==> config.mk <==
export PLATFORM = sky130hd
export DESIGN_NAME = uart_cmd_responder
export DESIGN_NICKNAME = d
export VERILOG_FILES = /design/src/rtl/uart_cmd_responder.sv
export SDC_FILE = /design/constraint.sdc
export NUM_CORES = 1
export LEC_CHECK = 0
export CAP_MARGIN = 20
export CELL_PAD_IN_SITES_DETAIL_PLACEMENT = 1
export CELL_PAD_IN_SITES_GLOBAL_PLACEMENT = 2
export CORE_MARGIN = 2
export CORE_UTILIZATION = 25
export DETAILED_ROUTE_END_ITERATION = 10
export PLACE_DENSITY_LB_ADDON = 0.1
export REMOVE_ABC_BUFFERS = 1
export SYNTH_ARGS = -nofsm -noshare
export SYNTH_HDL_FRONTEND = slang
export SYNTH_SLANG_ARGS = --single-unit
==> constraint.sdc <==
create_clock -name CLK -period 1.7 [get_ports CLK]
set_input_delay 0.425 -clock CLK [delete_from_list [all_inputs] [get_ports CLK]]
set_output_delay 0.425 -clock CLK [all_outputs]
set_load 0.03 [all_outputs]
==> src/rtl/uart_cmd_responder.sv <==
// UART byte-framed register responder: 0xAA addr data writes, 0xBB addr reads and answers one byte.
// RF strobes fire the cycle after the last frame byte; the response is held in TX_SEND while TX_BUSY is high.
module uart_cmd_responder #(
  parameter int DATA_WIDTH = 8,
  parameter int ADDR_WIDTH = 4
) (
  input  logic                  CLK,
  input  logic                  RST,
  input  logic [DATA_WIDTH-1:0] RX_P_DATA,
  input  logic                  RX_D_VALID,
  input  logic                  RX_ERR,
  output logic [DATA_WIDTH-1:0] TX_P_DATA,
  output logic                  TX_D_VALID,
  input  logic                  TX_BUSY,
  output logic [ADDR_WIDTH-1:0] RF_ADDR,
  output logic                  RF_WR_EN,
  output logic                  RF_RD_EN,
  output logic [DATA_WIDTH-1:0] RF_WR_DATA,
  input  logic [DATA_WIDTH-1:0] RF_RD_DATA,
  input  logic                  RF_RD_VALID,
  output logic [7:0]            DROP_CNT,
  output logic                  CMD_BUSY
);

  typedef enum logic [2:0] {
    IDLE, WR_ADDR, WR_DATA, RD_ADDR, RD_WAIT, TX_SEND, TX_WAIT
  } state_t;

  localparam logic [DATA_WIDTH-1:0] CMD_WR   = DATA_WIDTH'(8'hAA);
  localparam logic [DATA_WIDTH-1:0] CMD_RD   = DATA_WIDTH'(8'hBB);
  localparam logic [DATA_WIDTH-1:0] RESP_OOR = DATA_WIDTH'(8'hEE);
  localparam logic [DATA_WIDTH-1:0] RESP_TMO = DATA_WIDTH'(8'hEF);

  state_t                state_q, state_d;
  logic [ADDR_WIDTH-1:0] addr_q, addr_d;
  logic                  oor_q, oor_d;
  logic [DATA_WIDTH-1:0] wdata_q, wdata_d;
  logic [DATA_WIDTH-1:0] resp_q, resp_d;
  logic [3:0]            tmo_q, tmo_d;
  logic                  seen_q, seen_d;
  logic                  wr_en_q, wr_en_d;
  logic                  rd_en_q, rd_en_d;
  logic [7:0]            drop_q, drop_d;
  logic                  drop;
  logic                  tx_fire;
  logic                  rx_ok;
  logic                  addr_oor;

  assign rx_ok    = RX_D_VALID && !RX_ERR;
  assign addr_oor = (RX_P_DATA >> ADDR_WIDTH) != '0;

  always_comb begin
    state_d = state_q;
    addr_d  = addr_q;
    oor_d   = oor_q;
    wdata_d = wdata_q;
    resp_d  = resp_q;
    tmo_d   = tmo_q;
    seen_d  = seen_q;
    wr_en_d = 1'b0;
    rd_en_d = 1'b0;
    drop    = 1'b0;
    tx_fire = 1'b0;
    // A corrupted byte abandons whatever frame or response is in flight.
    if (RX_D_VALID && RX_ERR) begin
      drop    = 1'b1;
      state_d = IDLE;
    end else begin
      case (state_q)
        IDLE: begin
          if (rx_ok) begin
            if (RX_P_DATA == CMD_WR)      state_d = WR_ADDR;
            else if (RX_P_DATA == CMD_RD) state_d = RD_ADDR;
            else                          drop    = 1'b1;
          end
        end
        WR_ADDR: begin
          if (rx_ok) begin
            addr_d  = RX_P_DATA[ADDR_WIDTH-1:0];
            oor_d   = addr_oor;
            state_d = WR_DATA;
          end
        end
        WR_DATA: begin
          if (rx_ok) begin
            wdata_d = RX_P_DATA;
            wr_en_d = !oor_q;
            state_d = IDLE;
          end
        end
        RD_ADDR: begin
          if (rx_ok) begin
            addr_d = RX_P_DATA[ADDR_WIDTH-1:0];
            if (addr_oor) begin
              resp_d  = RESP_OOR;
              state_d = TX_SEND;
            end else begin
              rd_en_d = 1'b1;
              tmo_d   = '0;
              state_d = RD_WAIT;
            end
          end
        end
        RD_WAIT: begin
          drop = RX_D_VALID;
          if (RF_RD_VALID) begin
            resp_d  = RF_RD_DATA;
            state_d = TX_SEND;
          end else if (tmo_q == 4'd15) begin
            resp_d  = RESP_TMO;
            state_d = TX_SEND;
          end else begin
            tmo_d = tmo_q + 4'd1;
          end
        end
        TX_SEND: begin
          drop = RX_D_VALID;
          if (!TX_BUSY) begin
            tx_fire = 1'b1;
            seen_d  = 1'b0;
            state_d = TX_WAIT;
          end
        end
        TX_WAIT: begin
          drop = RX_D_VALID;
          if (TX_BUSY)     seen_d  = 1'b1;
          else if (seen_q) state_d = IDLE;
        end
        default: state_d = IDLE;
      endcase
    end
    drop_d = (drop && drop_q != 8'hFF) ? drop_q + 8'd1 : drop_q;
  end

  always_ff @(posedge CLK) begin
    if (RST) begin
      state_q <= IDLE;
      addr_q  <= '0;
      oor_q   <= 1'b0;
      wdata_q <= '0;
      resp_q  <= '0;
      tmo_q   <= '0;
      seen_q  <= 1'b0;
      wr_en_q <= 1'b0;
      rd_en_q <= 1'b0;
      drop_q  <= '0;
    end else begin
      state_q <= state_d;
      addr_q  <= addr_d;
      oor_q   <= oor_d;
      wdata_q <= wdata_d;
      resp_q  <= resp_d;
      tmo_q   <= tmo_d;
      seen_q  <= seen_d;
      wr_en_q <= wr_en_d;
      rd_en_q <= rd_en_d;
      drop_q  <= drop_d;
    end
  end

  // Outputs are forced quiet combinationally so they read zero during the reset cycle itself.
  assign TX_D_VALID = tx_fire & ~RST;
  assign TX_P_DATA  = RST ? '0 : resp_q;
  assign RF_ADDR    = RST ? '0 : addr_q;
  assign RF_WR_DATA = RST ? '0 : wdata_q;
  assign RF_WR_EN   = wr_en_q & ~RST;
  assign RF_RD_EN   = rd_en_q & ~RST;
  assign DROP_CNT   = RST ? 8'd0 : drop_q;
  assign CMD_BUSY   = !RST && (state_q != IDLE);

endmodule
Word-level counts from Yosys, hierarchy flattened --
Index checks and enable logic that the tools add are counted. Widths: inputs -> output; s select.
Operators by class: eq/ne operators 24, reduce and logical (&&, ||, !) cells 24, add/sub/neg operators 2, multiplexer cells 39, bitwise logic cells 8
Operators by type and width (number):
- $mux 8 | 7
- $mux 3 | 11
- $ne 2x2->1 const B | 12
- $pmux 3 s7 | 1
- $mux 4 | 5
- $eq 8x8->1 const B | 2
- $pmux 8 s2 | 1
- $mux 1 | 11
- $eq 3x3->1 const B | 3
- $reduce_and 3->1 | 3
- $reduce_and 9->1 | 1
- $add 8x1->8 const B | 1
- $ne 8x8->1 const B | 1
- $pmux 4 s2 | 1
- $reduce_bool 8->1 | 1
- $reduce_or 4->1 | 2
- $eq 3x2->1 const B | 2
- $ne 3x3->1 const B | 2
- $reduce_and 6->1 | 1
- $not 1->1 | 5
- $reduce_and 5->1 | 1
- $add 4x1->4 const B | 1
- $eq 4x4->1 const B | 1
- $logic_and 1x1->1 | 4
- 10 further kinds | 17
Storage, ports and cells: register bits after elaboration 39, logic and storage cells 107, output and inout bits 32, input port bits 22

Logic depth before layout (Yosys ltp) --
Gate-level depths: netlist (run 1).
word-level depth 7, gate-level depth with buffers 8, mapped depth without buffers 6

Least setup slack after synthesis (run 1) --
Ideal clock, no wire load.
path type register to output, from register state_q[0], to output TX_D_VALID, stages on the path, launching flop included 5, path buffers 1, setup slack -344 ps, required time 1275 ps, data arrival time 1619 ps, path through dfxtp_1 clkbuf_1 nor2b_1 inv_1 nor3b_1
On the way: word-level cells in the longest chain between the ends 4
Ends and longest elaborated chain:
- start: declaration | RTL line 34 | state_t state_q, state_d;
- start signal: assignment | RTL line 148 | state_q <= state_d;
- $eq 3x3->1 | RTL line 69 | case (state_q)
- $mux 1 | RTL line 69
- $mux 1 | RTL line 65 | if (RX_D_VALID && RX_ERR) begin
- $and 1x1->1 | RTL line 162 | assign TX_D_VALID = tx_fire & ~RST;
- end: declaration | RTL line 13 | output logic TX_D_VALID,
Every way passes these cells.

Worst setup path in the final report (run 1) --
from register state_q[1], to output TX_D_VALID
The elaborated chain is that of the path after synthesis.

==> metrics.md, run 1 <==
| Metric | Value |
|---|---|
| Status | complete, but fails checks |
| Violated checks | setup timing |
| PD cells | 532.4 mW/mm^2 |
| Post-synthesis cell area | 0.002103 mm^2 |
| Least-Margin Pin Slew | 487.9 ps |
| Final Hold Viols | 0 |
| Syn. warnings | 0 |
| Final worst slack | -99.87 ps |
| Initial antenna violation count | 0 |
| Slowest stage delay, CP | 380 ps |
| Clock-pin slew on the worst setup and hold paths | 80 ps |
| CTS tree | done |
| Worst EP arrival | 1370 ps |
| Worst Setup End Kind | output pin |
| Core Util, Final | 41.55% |
| CP Depth | 6 |
| Final instance area | 0.003397 mm^2 |
| Post-synth top cells | dfxtp_1, nor2b_1, nor2_1 |
| Max-cap violations | 0 |
| # diodes | 0 |
| Register area share after synthesis | 37.12% |
| Setup Skew | 2.552 ps |
| Number of synthesized flops with an enable pin | 0 |
| Worst path cell trace | buf_6, nor2b_4, inv_2, nor3b_2, buf_4, buf_12 |
| WP data required | 1270 ps |
| Synth Area in Adders | 1.190% |
| Port buffer count | 53 |
| First DRT Iteration DRCs | 67 |
| Mapped Cells | 256 |
| Drc violations | 0 |
| Average wire per standard cell | 13.74 um |
| Netlist cell types | 49 |
| Crit-path max FO | 6 |
| Layout cells sized above 1 | 40.05% |
| Die Footprint | 0.009162 mm^2 |
| Buffers plus inverters on the worst setup path | 4 |
| Slowest CP cell | dfxtp_4 |
| Synth-to-layout area growth | 61.51% |
| Mux cell area share after synthesis | 6.068% |
| Dpl ws | -736.5 ps |
| Crit path launch type | flip-flop |
| Final Power | 1.808 mW |
| Final GP Congestion | 0.7478 |
| Vias | 2212 |
| Leakage | 1.395 nW |
| Largest net degree at the start of global routing | 36 |
| Initial Utilization | 25.73% |
| Synth area leaders | dfxtp_1, nor2b_1, nor2_1, a21oi_1, nand2_1 |
| First-pass GRT wire length | 10950 um |
| Max VDD drop | 0.3429 mV |
| Crit Path Category | flip-flop to output pin |
| Yosys top cell area share | 37.12% |
| FF+latch count, synth | 39 |
| Worst Hold Depth | 1 |
| H-tree Lvls | 2 |
| Total grt overflow | 0 |
| Worst R2R Path Depth | 7 |
| Count leader, synth | dfxtp_1 |
| Final Setup Violations | 5 |
| Maximum root-to-sink buffer count | 2 |
| Clk Latency, worst-skew pair | 290 ps |
| Largest family of logic cells by synthesized area | simple AND/OR/NAND/NOR gates |
| 1st-pass router iterations | 4 |
| Final HPWL from detailed placement | 4686 um |
| Core area | 0.008175 mm^2 |
| Relative slew slack | 67.05% |
| DRT antenna net count | 0 |
| Fin nets | 391 |
| Drt total wl | 6483 um |
| Fmax | 555.6 MHz |
| Fin crit share | 105.9% |
| Clock buffer count from CTS | 5 |
| Synth Area in Simple Gates | 33.31% |
| IO Pins | 54 |
| Delay-heaviest family, CP | buffers and inverters |
| Vias per cell | 4.686 |
| Ys flop type | dfxtp_1 |
| Clock sink total | 39 |
| Layout Cells excl Fill | 472 |
| Compound-Gate Fraction of Synth Area | 16.60% |
| Async set-reset flop share out of synthesis | 0% |
| Die width | 95.72 um |
| Vias in the first global route | 2241 |
| Min Clock Period, post-route | 1800 ps |
| Hold crit path type | flip-flop to flip-flop |
| Die Span Y | 95.72 um |
| Placed Area | 0.003067 mm^2 |
| CTS root buf | clkbuf_8 |
| XOR/XNOR Fraction of Synth Area | 0.8328% |
| RSZ-0062 raised after global routing | yes |
| Yosys top cell by area | dfxtp_1 |
| DP Cell Count | 454 |
| GRT Total Usage | 15.22% |
| Max-slew violation count | 0 |
| Syn Area/Cell | 8.216 um^2 |
| Row count | 33 |
cell type report:
cell class                      count  area (um^2)
Fill cell                         997         4778
Multi-Input combinational cell    196         1360
Timing Repair Buffer              120         1010
Sequential cell                    39        789.5
Tap cell                          105        131.4
Clock buffer                        6        82.58
Inverter                            5        18.77
Clock inverter                      1        5.005
through the flow:
stage	hold WS [ps]	TNS [ps]
2_1_floorplan	398.9	-1547
6_report	442.6	-236.6
4_1_cts	444.4	-401.7
3_5_place_dp	420.0	-16940
5_1_grt	466.8	-1216
3_3_place_gp	425.4	-17260
registers in the layout, summed over array words and instances (netlist names):
name / flops
state_q: 3
oor_q: 1
seen_q: 1
resp_q: 8
addr_q: 4
wr_en_q: 1
rd_en_q: 1
tmo_q: 4
wdata_q: 8
drop_q: 8
metal layers:
layer / vias to the layer above / track usage, % / routed length, um / part of all wire (%)
li1: 1110 / - / - / -
met4: 0 / 4.286 / 80 / 1.2
met1: 1054 / 20.37 / 3009 / 46
met5: - / 0 / 0 / 0
met3: 5 / 3.054 / 286 / 4.4
met2: 43 / 24.88 / 3107 / 48
power breakdown:
group	total [mW]	switching [mW]	internal, mW	leakage [nW]
clock network	0.656	0.337	0.319	0.0470
logic	0.234	0.113	0.120	1.03
registers	0.918	0.00310	0.915	0.317
total	1.81	0.454	1.35	1.39
worst register-to-register path, stage by stage (launching register included):
cell and delay, ps:
dfxtp_4 360, buf_6 120, buf_6 110, o21bai_4 120, a21oi_2 80, a211oi_4 280, nor3b_2 250, mux2_4 310
cells by family (layout without fill, tap and decap cells):
family,after synthesis,after routing
and+or+nand+nor,130,130
AOI/OAI and AO/OA,50,50
DFF,39,39
buffers and inverters,21,132
muxes,12,12
adders and majority gates,2,2
xor gates and xnor gates,2,2
cell usage in the layout, fill, tap and decap left out, types with 3 or more instances in the layout:
master / Yosys / final
a211oi_1: 4 / 3
a211oi_2: 3 / 4
a21oi_1: 15 / 14
a311oi_1: 3 / 3
a31oi_1: 3 / 3
buf_12: 0 / 4
buf_4: 2 / 87
buf_6: 0 / 8
clkbuf_8: 0 / 6
clkdlybuf4s50_1: 0 / 9
dfxtp_1: 39 / 36
dlygate4sd2_1: 0 / 7
inv_1: 5 / 4
mux2_2: 4 / 3
mux2i_1: 6 / 6
nand2_1: 18 / 17
nand3_1: 13 / 12
nand4_1: 3 / 3
nor2_1: 28 / 28
nor2_2: 3 / 3
nor2b_1: 37 / 32
nor2b_2: 0 / 3
nor3_1: 5 / 4
nor3b_2: 0 / 3
o21ai_0: 8 / 5
o21ai_1: 0 / 3
worst paths after layout:
kind	from	end	slack [ps]
min	oor_q	wr_en_q	440
max	state_q[1]	TX_D_VALID	-100
max reg2reg	state_q[0]	drop_q[5]	-40
min reg2reg	oor_q	wr_en_q	440
what timing repair did:
| item | 4_1_cts | 5_1_grt |
|---|---|---|
| gates cloned | 0 | 0 |
| hold buffers | 0 | 0 |
| pin swaps | 8 | 8 |
| buffers inserted | 12 | 1 |
| gates resized for setup | 45 | 19 |
| setup endpoints to repair | 29 | 31 |
| endpoints found under the hold margin | 0 | 0 |
No activity file was read; power rests on OpenSTA's default activity.
==> run 2: changes to the inputs <==
- CELL_PAD_IN_SITES_GLOBAL_PLACEMENT: 2 -> 1
- CORE_UTILIZATION: 25 -> 32
==> run 2 against run 1 <==
- the flow still finishes with violations (setup timing)
- wire length increased by 11%
- register-to-register slack got worse by 110 ps
- design area grew 2.4%
- die area fell by 21%
- total power is 8.5% higher
- cell count fell by 5.5%
- clock skew up 2.6 ps
- worst hold slack lost 5.4 ps
- via count is 1.7% higher
- critical path type is now flip-flop to flip-flop
- largest cell class unchanged
==> metrics.md, run 2 (synthesized netlist as in run 1, its figures left out) <==
| Metric | Value |
|---|---|
| WP data required | 1890 ps (+620 ps) |
| Layout cells sized above 1 | 42.82% (+2.8 points) |
| Most common cell after layout, fill and taps aside | buf_4 |
| Crit path launch type | flip-flop |
| Layout Cells excl Fill | 446 (-5.5%) |
| Port buffer count | 53 (unchanged) |
| Core area | 0.006350 mm^2 (-22%) |
| Die Footprint | 0.007237 mm^2 (-21%) |
| Relative slew slack | 71.67% (+4.6 points) |
| Synth-to-layout area growth | 65.32% |
| Vias in the first global route | 2265 (+1.1%) |
| Row count | 29 (-12%) |
| First-pass GRT wire length | 11060 um (+1.0%) |
| Biggest regs | drop_q (8), resp_q (8), wdata_q (8) |
| # diodes | 0 (unchanged) |
| Initial antenna violation count | 0 (unchanged) |
| Core Util, Final | 54.76% (+13 points) |
| Placed Area | 0.003067 mm^2 (unchanged) |
| Final instance area | 0.003477 mm^2 (+2.4%) |
| Setup TNS | -441.7 ps (-205.1 ps) |
| Fin nets | 392 (+0.26%) |
| IO Pins | 54 (unchanged) |
| Clock-pin slew on the worst setup and hold paths | 80 ps (about the same) |
| H-tree Lvls | 2 (unchanged) |
| Fillers | 754 (-24%) |
| Max-cap violations | 0 (unchanged) |
| Worst r2r src | state_q[0] |
| Clk Latency, worst-skew pair | 300 ps (about the same) |
| Max VDD drop | 0.4426 mV (+29%) |
| Crit Path Category | flip-flop to flip-flop |
| Largest net degree at the start of global routing | 17 (-53%) |
| Violated checks | setup timing |
| Least-Margin Pin Slew | 419.5 ps (-68.39 ps) |
| Min Clock Period, post-route | 1849 ps (+48.73 ps) |
| Most frequent cells in the layout | buf_4, dfxtp_1, nor2b_1 |
| Final Hold Viols | 0 (unchanged) |
| Worst EP arrival | 2040 ps (+670 ps) |
| Initial Utilization | 33.12% (+7.4 points) |
| Hold crit path type | flip-flop to flip-flop |
| GRT Total Usage | 19.02% (+3.8 points) |
| DP Cell Count | 427 (-5.9%) |
| CTS root buf | clkbuf_8 |
| Worst Setup End Kind | flip-flop |
| Crit-path max FO | 4 (-2) |
| Leakage | 1.445 nW (+3.6%) |
| Final HPWL from detailed placement | 4816 um (+2.8%) |
| CTS tree | done |
| PD cells | 564.1 mW/mm^2 (+6.0%) |
| DRT antenna net count | 0 (unchanged) |
| Die Span Y | 85.07 um (-11%) |
| Drc violations | 0 (unchanged) |
| Crit path from | state_q[0] |
| Total grt overflow | 0 (unchanged) |
| 1st-pass router iterations | 4 (unchanged) |
| Final Setup Violations | 6 (+1) |
| Drt total wl | 7224 um (+11%) |
| Setup Skew | 5.105 ps (+2.553 ps) |
| Die width | 85.07 um (-11%) |
| Min-delay src | oor_q |
| Fmax | 541.0 MHz (-2.6%) |
| Total area of sequential cells | 790.8 um^2 (+0.16%) |
| Vias per cell | 5.045 (+7.6%) |
| RSZ-0062 raised after global routing | yes |
| Average wire per standard cell | 16.20 um (+18%) |
| Final worst slack | -148.6 ps (-48.73 ps) |
| First DRT Iteration DRCs | 65 (-3.0%) |
| Area of the multi-input gates | 0.001438 mm^2 (+5.7%) |
| Final GP Congestion | 0.8130 (+8.7%) |
| Clock buffer count from CTS | 5 (unchanged) |
| Status | complete, but fails checks |
| Maximum root-to-sink buffer count | 2 (unchanged) |
| Dpl ws | -723.3 ps (+13.29 ps) |
| Clock sink total | 39 (unchanged) |
| Vias | 2250 (+1.7%) |
| Fin crit share | 108.7% (+2.9 points) |
| Max-slew violation count | 0 (unchanged) |
[run 2: final timing paths]
check,end,slack [ps],depth (start not counted)
setup / recovery,drop_q[5],-150,7
hold / removal,wr_en_q,440,1
setup reg to reg,drop_q[5],-150,7
hold reg to reg,wr_en_q,440,1
[run 2: layout make-up]
cell class,count,share of cell area (%)
sequential,39,22.74
inverter,5,0.5398
multi-input combinational,196,41.35
tap,77,2.771
clock buffer,5,1.979
timing repair buffer,121,29.36
clock inverter,3,1.259
[run 2: what timing repair did]
item,4_1_cts,5_1_grt
gates resized for setup,103,45
setup endpoints to repair,52,38
hold buffers,0,0
pin swaps,11,20
buffers inserted,7,5
[run 2: routing by layer]
metal  global-route usage (%)  vias to the layer above  routed length, um  part of all wire [%]
li1                         -                     1118                  -                     -
met1                    25.22                     1079               3393                    47
met2                    30.61                       43               3457                    48
met3                    3.794                       10                254                   3.5
met4                    7.071                        0                119                   1.6
met5                        0                        -                  0                     0
[run 2: per-stage QoR]
step	hold slack [ps]	power [mW]
final	437.1	1.961
after global routing	476.5	2.024
after CTS	438.1	1.964
after detailed placement	423.9	1.160
after global placement	422.6	1.159
after floorplan	398.9	1.000
[run 2: critical path, stage by stage, from the launching register on]
cell      delay [ps]
dfxtp_4          360
buf_6            120
buf_6            120
o21bai_4         140
a21oi_2           80
a211oi_4         310
nor3b_4          280
mux2_4           320
[run 2: power breakdown]
group | total, mW | switching (mW) | internal (mW)
sequential | 0.921 | 0.00590 | 0.915
combinational | 0.234 | 0.118 | 0.116
clock | 0.806 | 0.369 | 0.438
